--- src/rtl/wb_arb_pkg.sv ---
//------------------------------------------------------------------------------
// wb_arb_pkg : shared state encoding and width helpers for the Wishbone arbiter
// Revision    : 1.0
//------------------------------------------------------------------------------
`default_nettype none

package wb_arb_pkg;

  typedef enum logic [0:0] {
    IDLE  = 1'b0,
    OWNED = 1'b1
  } arb_state_e;

  function automatic int idx_w(input int n);
    return (n > 1) ? $clog2(n) : 1;
  endfunction

  function automatic int cnt_w(input int m);
    return $clog2(m + 1);
  endfunction

endpackage

`default_nettype wire

--- src/rtl/wb_arbiter_rr_pick.sv ---
//------------------------------------------------------------------------------
// rr_pick : combinational round-robin picker, searches upward from last+1
// Revision : 1.0
//------------------------------------------------------------------------------
`default_nettype none

module rr_pick
  import wb_arb_pkg::*;
#(
  parameter  int NUMM = 2,
  localparam int IDXW = idx_w(NUMM)
) (
  input  logic [NUMM-1:0] req_i,
  input  logic [IDXW-1:0] last_i,
  output logic [NUMM-1:0] onehot_o,
  output logic [IDXW-1:0] idx_o
);

  always_comb begin
    logic            found;
    logic [IDXW-1:0] cand;
    onehot_o = '0;
    idx_o    = '0;
    found    = 1'b0;
    cand     = '0;
    // offset NUMM wraps back to last itself, so the previous owner is tried last
    for (int k = 1; k <= NUMM; k++) begin
      cand = IDXW'((int'(last_i) + k) % NUMM);
      if (!found && req_i[cand]) begin
        found          = 1'b1;
        onehot_o[cand] = 1'b1;
        idx_o          = cand;
      end
    end
  end

endmodule

`default_nettype wire

--- src/rtl/wb_arbiter_rr.sv ---
//------------------------------------------------------------------------------
// wb_arbiter_rr : round-robin Wishbone bus-ownership scheduler with
//                 outstanding-request tracking; WB_ARB_TIMEOUT_EN adds a watchdog
// Revision      : 1.0
//------------------------------------------------------------------------------
`default_nettype none

module wb_arbiter_rr
  import wb_arb_pkg::*;
#(
  parameter  int NUMM            = 2,
  parameter  int MAX_OUTSTANDING = 4,
  parameter  int TIMEOUT         = 255,
  localparam int IDXW            = idx_w(NUMM),
  localparam int CNTW            = cnt_w(MAX_OUTSTANDING)
) (
  input  logic            clk,
  input  logic            rst_n,
  input  logic [NUMM-1:0] req_cyc,
  input  logic            bus_stb,
  input  logic            bus_stall,
  input  logic            bus_ack,
  input  logic            bus_err,
  output logic [NUMM-1:0] gnt,
  output logic            gnt_valid,
  output logic [IDXW-1:0] gnt_idx,
  output logic            stb_mask,
  output logic [CNTW-1:0] outstanding,
  output logic            to_err
);

  arb_state_e      state_q;
  logic [NUMM-1:0] gnt_q;
  logic [IDXW-1:0] idx_q;
  logic [IDXW-1:0] last_q;
  logic [CNTW-1:0] cnt_q;
  logic [CNTW-1:0] cnt_d;

  logic [NUMM-1:0] pick_oh;
  logic [IDXW-1:0] pick_idx;
  logic            owned;
  logic            owner_cyc;
  logic            accept;
  logic            complete;
  logic            timeout_hit;

  rr_pick #(.NUMM(NUMM)) u_pick (
    .req_i    (req_cyc),
    .last_i   (last_q),
    .onehot_o (pick_oh),
    .idx_o    (pick_idx)
  );

  assign owned     = (state_q == OWNED);
  assign owner_cyc = req_cyc[idx_q];
  assign stb_mask  = (cnt_q == CNTW'(MAX_OUTSTANDING));
  assign accept    = owned & bus_stb & ~bus_stall & ~stb_mask;
  assign complete  = owned & (bus_ack | bus_err);

  always_comb begin
    cnt_d = cnt_q;
    if (accept && !complete) begin
      cnt_d = cnt_q + 1'b1;
    end else if (complete && !accept && (cnt_q != '0)) begin
      cnt_d = cnt_q - 1'b1;
    end
  end

  always_ff @(posedge clk) begin
    if (!rst_n) begin
      state_q <= IDLE;
      gnt_q   <= '0;
      idx_q   <= '0;
      last_q  <= IDXW'(NUMM - 1);
      cnt_q   <= '0;
    end else begin
      case (state_q)
        IDLE: begin
          cnt_q <= '0;
          if (|req_cyc) begin
            gnt_q   <= pick_oh;
            idx_q   <= pick_idx;
            last_q  <= pick_idx;
            state_q <= OWNED;
          end
        end
        OWNED: begin
          // dropping cyc abandons whatever is still pending
          if (!owner_cyc || timeout_hit) begin
            gnt_q   <= '0;
            idx_q   <= '0;
            cnt_q   <= '0;
            state_q <= IDLE;
          end else begin
            cnt_q <= cnt_d;
          end
        end
        default: state_q <= IDLE;
      endcase
    end
  end

`ifdef WB_ARB_TIMEOUT_EN
  localparam int WDW = $clog2(TIMEOUT + 1);

  logic [WDW-1:0] wd_q;
  logic [WDW-1:0] wd_d;
  logic           to_err_q;

  always_comb begin
    wd_d        = wd_q;
    timeout_hit = 1'b0;
    if (owned && complete) begin
      wd_d = '0;
    end else if (owned && (cnt_q != '0)) begin
      wd_d = wd_q + 1'b1;
      if (owner_cyc && (wd_q == WDW'(TIMEOUT - 1))) begin
        timeout_hit = 1'b1;
      end
    end
  end

  always_ff @(posedge clk) begin
    if (!rst_n || !owned || !owner_cyc || timeout_hit) begin
      wd_q <= '0;
    end else begin
      wd_q <= wd_d;
    end
    to_err_q <= rst_n & timeout_hit;
  end

  assign to_err = to_err_q;
`else
  assign timeout_hit = 1'b0;
  assign to_err      = 1'b0;
`endif

  assign gnt         = gnt_q;
  assign gnt_valid   = |gnt_q;
  assign gnt_idx     = idx_q;
  assign outstanding = cnt_q;

`ifndef SYNTHESIS
  always_ff @(posedge clk) begin
    a_params: assert (NUMM >= 2 && MAX_OUTSTANDING >= 1 && TIMEOUT >= 1);
    if (rst_n) begin
      a_gnt_onehot0: assert ($onehot0(gnt_q));
      a_cnt_bound:   assert (cnt_q <= CNTW'(MAX_OUTSTANDING));
    end
  end
`endif

endmodule

`default_nettype wire

--- config.mk ---
export PLATFORM = sky130hd
export DESIGN_NAME = wb_arbiter_rr
export DESIGN_NICKNAME = d
export VERILOG_FILES = /design/src/rtl/wb_arb_pkg.sv /design/src/rtl/wb_arbiter_rr_pick.sv /design/src/rtl/wb_arbiter_rr.sv
export SDC_FILE = /design/constraint.sdc
export NUM_CORES = 1
export LEC_CHECK = 0
export ABC_CLOCK_PERIOD_IN_PS = 2600
export CORE_AREA = 2 2 39 41
export DETAILED_ROUTE_END_ITERATION = 10
export DIE_AREA = 0 0 41 43
export PLACE_DENSITY = 0.78
export RECOVER_POWER = 25
export REMOVE_ABC_BUFFERS = 1
export SYNTH_ARGS = -nofsm -noshare
export SYNTH_HDL_FRONTEND = slang
export SYNTH_SLANG_ARGS = --single-unit
--- constraint.sdc ---
create_clock -name clk -period 2.6 [get_ports clk]
set_input_delay 0.78 -clock clk [delete_from_list [all_inputs] [get_ports clk]]
set_output_delay 0.78 -clock clk [all_outputs]
set_load 0.02 [all_outputs]
==> metrics.txt, run 1 <==
EDFF count, synth 0; simple-gate share of the synthesized area 0.371; CP required 1.82 ns; post-synth cell types 27; cell count after synthesis 56; final wirelength 903 µm; mux contribution to synthesized area 0.0609; fraction of registers with async set/reset 0; Int Pwr 0.000214 W; main flop type after synthesis dfxtp_1; ANT nets after route 0; clock latency on the worst-skew pair 0.25 ns; sw frac 0.255; crit start category register; Max Clock Skew 0.00175 ns; worst r2r dst outstanding[2]; XOR/XNOR share of the synthesized area 0; max_cap viols 0; depth of the worst hold-timing path 2; Setup WS post-layout 0.218 ns; Synth Area in Adders 0.0406; Ports 17; top cells by area, synth dfxtp_1 32%, nor2b_1 6.3%, mux2i_1 6.1%, nor4b_4 4.8%, a21oi_1 4.1%; FP Rows 14; DR WL/cell 10.1 µm; min-delay worst type register to register; Syn. warnings 0; die width 41 µm; cell taking the most area after synthesis dfxtp_1; status finished clean; core area 0.00138 mm²; reg2reg start outstanding[2]; Die Ht 43 µm; Pwr Density 420 mW/mm²; Initial DRC Count 6; CTS resizes 0; Final Power 0.000287 W; Overflow after GRT 0; critical path arrival 1.60 ns; setup TNS 0 ns; port bufs 15; via density per instance 4.89; CP endpoint kind output port; Final nets 84; commonest cells after routing, fill and taps aside 14 x clkdlybuf4s50_1, 8 x dfxtp_1, 5 x nand2_1, 5 x nor2b_1, 4 x a21oi_1; Inst Count DP 86; highest clock rate 420 MHz; Combinational Power Share 0.198; share of post-route cells with drive strength above 1 0.123; min-delay src outstanding[2]; area growth from synthesis to layout 38.3%; vias in the first global route 398; post-DP HPWL 698 µm; Crit path largest cell delay 0.66 ns; met2 global-route usage 0.188; Tmin final 2.38 ns; fin crit share 0.916; final non-filler cell total 89; compound-gate portion of the synthesized area 0.157; Sequential Power Share 0.475; Post-CTS Setup Inserts 0; Pleak 0.285 nW; gr busiest metal met2; Hold EP outstanding[2]; Synth Area per Inst 8.80 µm²; RSZ-0062 raised after global routing false; crit-path leading delay family buffers and inverters; first-pass GRT wire length 1470 µm; Reg clk slew, reported paths 0.05 ns; Yosys top cell area share 0.325; net load switching power 0.0000730 W; Bufs and invs on worst path 1; commonest non-fill, non-tap cell in the layout clkdlybuf4s50_1; crit path kind register to output port; die area 0.00176 mm²; register bit total from synthesis 8; Remaining DRCs 0; # setup viols final 0; Pins Over Slew Limit 0; CTS tree done; largest net degree at the start of global routing 13; # hold bufs at CTS 0; Clock power frac 0.326; First-pass DRT Iterations 2; htree depth 1; initial antenna violation count 0; synthesized cell area 493 µm²; antenna cells 0; critical-path cell list nor3b_2 -> clkdlybuf4s50_1; slowest cell on the critical path clkdlybuf4s50_1; R2R Setup Slk 0.95 ns; gr usage total 0.122; routed via count 435; cts bufs inserted 3; GPL Wtd Cong 0.637; worst-path fanout max 5; combinational family with the most area after synthesis simple AND/OR/NAND/NOR gates; CTS root buffer clkbuf_4; cell count along the critical path 2; final hold violation count 0; Initial Utilization 0.356; Peak VDD IR 0.000215 V; Longest Clk Path Bufs 2; worst-case reg-to-reg path depth 5; CTS sink count 8; met1 track demand over resource 0.140; Seq/Total Area, Yosys 0.325; M3 GR Usage 0.0314; Place WS 0.0455 ns
## worst max-delay path by stage
stage                   start              to  slack (ns)
5_1_grt        outstanding[2]        stb_mask        0.10
4_1_cts        outstanding[2]        stb_mask        0.20
3_5_place_dp          bus_stb  outstanding[1]        0.05
6_report       outstanding[2]        stb_mask        0.22
3_3_place_gp          bus_stb  outstanding[1]        0.08
2_1_floorplan         bus_err  outstanding[1]        0.48
## flip-flops by register name, indices dropped and copies added (netlist names)
name and count:
owned 1, last_q 1, outstanding 3, gnt_idx 1, gnt 2
## final cells by class
| class | instances | area, µm² |
|---|---|---|
| fillers | 136 | 702 |
| clock buffers | 3 | 22.5 |
| inverters | 2 | 7.51 |
| well taps | 16 | 20.0 |
| flip-flops and latches | 8 | 160 |
| multi-input cells | 44 | 314 |
| repair buffers | 16 | 158 |
## cells by family after synthesis
family,count (synthesis)
flip-flops,8
AO/OA/AOI/OAI,12
adder cells (fa/ha/maj),1
multiplexers,3
other,1
AND/OR/NAND/NOR,27
buffers and inverters,4
## power by group through the flow
stage	Sequential (W)	Combinational [W]	Clock, W
global route	0.000137	0.0000624	0.000110
CTS	0.000136	0.0000574	0.0000955
finish	0.000136	0.0000568	0.0000936
floorplan	0.000141	0.0000278	0
global placement	0.000139	0.0000569	0
detailed placement	0.000139	0.0000572	0
## metal layers
metal,vias to the layer above,routed length [µm]
met4,0,0
met2,14,411
li1,228,-
met5,-,0
met1,193,428
met3,0,63
## metrics by stage
| stage | cell area (µm²) | utilization | hold WS [ns] |
|---|---|---|---|
| after floorplan | 482 | - | 0.475 |
| after global placement | 659 | 0.476 | 0.485 |
| after detailed placement | 659 | 0.476 | 0.498 |
| after CTS | 682 | 0.493 | 0.509 |
| after global routing | 682 | 0.493 | 0.543 |
| final | 682 | 0.493 | 0.501 |
## worst register-to-register path, stage by stage, from the launching register on
cell     delay, ns
dfxtp_1       0.37
nor3b_2       0.32
nor4b_4       0.10
fa_1          0.39
mux2i_1       0.21
mux2i_1       0.19
## Yosys cell counts (2+ instances only)
| cell type | instances |
|---|---|
| nor2b_1 | 5 |
| dfxtp_1 | 8 |
| nand2_1 | 5 |
| nand2b_1 | 3 |
| inv_1 | 2 |
| a21oi_1 | 4 |
| and3_1 | 2 |
| mux2i_1 | 3 |
| o21ai_0 | 3 |
| or3_1 | 3 |
| or2_2 | 2 |
No activity file was read; power rests on OpenSTA's default activity.
==> inputs of run 2 (changes only) <==
--- a/config.mk
+++ b/config.mk
@@ -5,10 +5,11 @@
 export SDC_FILE = /design/constraint.sdc
 export NUM_CORES = 1
 export LEC_CHECK = 0
-export ABC_CLOCK_PERIOD_IN_PS = 2600
+export ABC_CLOCK_PERIOD_IN_PS = 2500
 export CORE_AREA = 2 2 39 41
 export DETAILED_ROUTE_END_ITERATION = 10
 export DIE_AREA = 0 0 41 43
+export HOLD_SLACK_MARGIN = 0.05
 export PLACE_DENSITY = 0.78
 export RECOVER_POWER = 25
 export REMOVE_ABC_BUFFERS = 1
==> constraint.sdc (replaced) <==
create_clock -name clk -period 2.5 [get_ports clk]
set_input_delay 0.75 -clock clk [delete_from_list [all_inputs] [get_ports clk]]
set_output_delay 0.75 -clock clk [all_outputs]
set_load 0.02 [all_outputs]
==> results of run 2 <==
The final DEF is identical to that of run 1. Status: finished clean.
Main changes from that run: setup slack after placement 0.0455 ns -> -0.0245 ns; setup slack after layout 0.218 ns -> 0.148 ns; register-to-register setup slack 0.95 ns -> 0.85 ns; total power 0.000287 W -> 0.000298 W; worst IR drop on VDD 0.000215 V -> 0.000224 V
==> inputs of run 3 (changes only) <==
--- a/config.mk
+++ b/config.mk
@@ -5,7 +5,7 @@
 export SDC_FILE = /design/constraint.sdc
 export NUM_CORES = 1
 export LEC_CHECK = 0
-export ABC_CLOCK_PERIOD_IN_PS = 2500
+export ABC_CLOCK_PERIOD_IN_PS = 2300
 export CORE_AREA = 2 2 39 41
 export DETAILED_ROUTE_END_ITERATION = 10
 export DIE_AREA = 0 0 41 43
@@ -13,6 +13,7 @@
 export PLACE_DENSITY = 0.78
 export RECOVER_POWER = 25
 export REMOVE_ABC_BUFFERS = 1
+export SLEW_MARGIN = 0
 export SYNTH_ARGS = -nofsm -noshare
 export SYNTH_HDL_FRONTEND = slang
 export SYNTH_SLANG_ARGS = --single-unit
==> constraint.sdc (replaced) <==
create_clock -name clk -period 2.3 [get_ports clk]
set_input_delay 0.69 -clock clk [delete_from_list [all_inputs] [get_ports clk]]
set_output_delay 0.69 -clock clk [all_outputs]
set_load 0.02 [all_outputs]
==> run 3 against run 2 <==
Effect of this change: final cell count did not move; highest routed layer unchanged; critical path type is now primary input to register; count of clock-buffer cells in the layout did not move; sequential share of layout area barely moved; clock power rose by 9%; largest cell class unchanged.
==> metrics.txt, run 3 (same netlist as run 1, synthesis figures left out) <==
Pins Over Slew Limit 0; status finished clean; min-delay worst type register to register; Post-CTS Setup Inserts 0; Crit path largest cell delay 0.45 ns; reg2reg start outstanding[2]; CTS root buffer clkbuf_4; crit-path leading delay family simple AND/OR/NAND/NOR gates; GPL Wtd Cong 0.637; largest net degree at the start of global routing 13; CTS tree done; Remaining DRCs 0; worst r2r dst outstanding[2]; Initial Utilization 0.356; routed via count 435; Initial DRC Count 6; core area 0.00138 mm²; CTS sink count 8; commonest non-fill, non-tap cell in the layout clkdlybuf4s50_1; ANT nets after route 0; CP required 2.49 ns; gr usage total 0.122; slowest cell on the critical path fa_1; setup TNS 0 ns; Pwr Density 476 mW/mm²; die width 41 µm; # setup viols final 0; sw frac 0.255; Hold EP outstanding[2]; worst-case reg-to-reg path depth 5; Max Clock Skew 0.00175 ns; final hold violation count 0; DR WL/cell 10.1 µm; net load switching power 0.0000825 W; Sequential Power Share 0.475; Int Pwr 0.000242 W; Overflow after GRT 0; filler instances 137; Bufs and invs on worst path 1; critical path arrival 2.39 ns; post-DP HPWL 698 µm; htree depth 1; initial antenna violation count 0; cts bufs inserted 3; Reg clk slew, reported paths 0.05 ns; First-pass DRT Iterations 2; Largest register FFs 3; final wirelength 903 µm; commonest cells after routing, fill and taps aside 13 x clkdlybuf4s50_1, 8 x dfxtp_1, 5 x nand2_1, 5 x nor2b_1, 4 x a21oi_1; Die Ht 43 µm; clock latency on the worst-skew pair 0.25 ns; depth of the worst hold-timing path 2; Pleak 0.290 nW; Longest Clk Path Bufs 2; # hold bufs at CTS 0; port bufs 15; CP endpoint kind register; Tmin final 2.19 ns; vias in the first global route 398; share of post-route cells with drive strength above 1 0.123; worst-path fanout max 2; RSZ-0062 raised after global routing false; Combinational Power Share 0.198; first-pass GRT wire length 1470 µm; Final nets 84; FP Rows 14; Peak VDD IR 0.000244 V; crit start category primary input; critical-path cell list clkdlybuf4s50_1 -> or2b_1 -> nor4b_4 -> fa_1 -> o21ai_0 -> and3_1; highest clock rate 456 MHz; crit path kind primary input to register; R2R Setup Slk 0.66 ns; min-delay src outstanding[2]; fin crit share 0.954; max_cap viols 0; Clock power frac 0.326; Ports 17; die area 0.00176 mm²; via density per instance 4.89; Final Power 0.000324 W; area growth from synthesis to layout 38.1%; antenna cells 0
==> run 3: cell types whose count changed in the layout (fill, tap and decap cells not counted), sizes merged <==
cell,change
dlygate4sd2,+1
clkdlybuf4s50,-1
==> run 3: routing by layer <==
| metal | wire, µm | up-vias | share of wire | track usage |
|---|---|---|---|---|
| li1 | - | 228 | - | - |
| met1 | 427 | 193 | 0.47 | 0.140 |
| met2 | 412 | 14 | 0.46 | 0.188 |
| met3 | 63 | 0 | 0.070 | 0.0314 |
| met4 | 0 | 0 | 0 | 0.0800 |
| met5 | 0 | - | 0 | 0 |
==> run 3: worst register-to-register path, delay by kind of cell, from the launching register on <==
| kind | cells | cell delay (ns) |
|---|---|---|
| muxes | 2 | 0.40 |
| DFF | 1 | 0.37 |
| and+or+nand+nor | 2 | 0.41 |
| adders and majority gates | 1 | 0.39 |
==> run 3: stage by stage <==
step / setup WS (ns) / instance area [µm²] / cells / hold slack [ns] / util
6_report: 0.106 / 681 / 89 / 0.501 / 0.492
4_1_cts: 0.0921 / 681 / 89 / 0.509 / 0.492
5_1_grt: 0.00287 / 681 / 89 / 0.543 / 0.492
2_1_floorplan: 0.271 / 482 / 54 / 0.475 / -
3_3_place_gp: -0.125 / 659 / 86 / 0.485 / 0.476
3_5_place_dp: -0.165 / 659 / 86 / 0.498 / 0.476
==> run 3: what timing repair did <==
action | CTS | global route
resized for setup | 1 | 0
setup endpoints to repair | 1 | 0
endpoints found under the hold margin | 0 | 0
==> run 3: cell type report <==
cell class	count	area, µm²	area share
clock buffer	3	22.5	0.0331
inverter	2	7.51	0.0110
multi-input combinational	44	314	0.461
sequential	8	160	0.235
tap	16	20.0	0.0294
timing repair buffer	16	156	0.230
==> run 3: how the worst max path moves through the flow <==
stage	start	end	slack (ns)	depth (start not counted)
2_1_floorplan	bus_err	outstanding[1]	0.27	5
5_1_grt	bus_stb	outstanding[1]	0.003	6
3_5_place_dp	bus_stb	outstanding[1]	-0.16	6
3_3_place_gp	bus_stb	outstanding[1]	-0.13	6
6_report	bus_stb	outstanding[1]	0.11	6
4_1_cts	bus_stb	outstanding[1]	0.09	6
==> run 3: power groups by stage <==
stage / clock (W) / combinational [W] / sequential (W)
after global placement: 0 / 0.0000643 / 0.000157
after CTS: 0.000108 / 0.0000649 / 0.000154
after global routing: 0.000124 / 0.0000705 / 0.000155
after detailed placement: 0 / 0.0000646 / 0.000157
final: 0.000106 / 0.0000642 / 0.000154
after floorplan: 0 / 0.0000315 / 0.000160
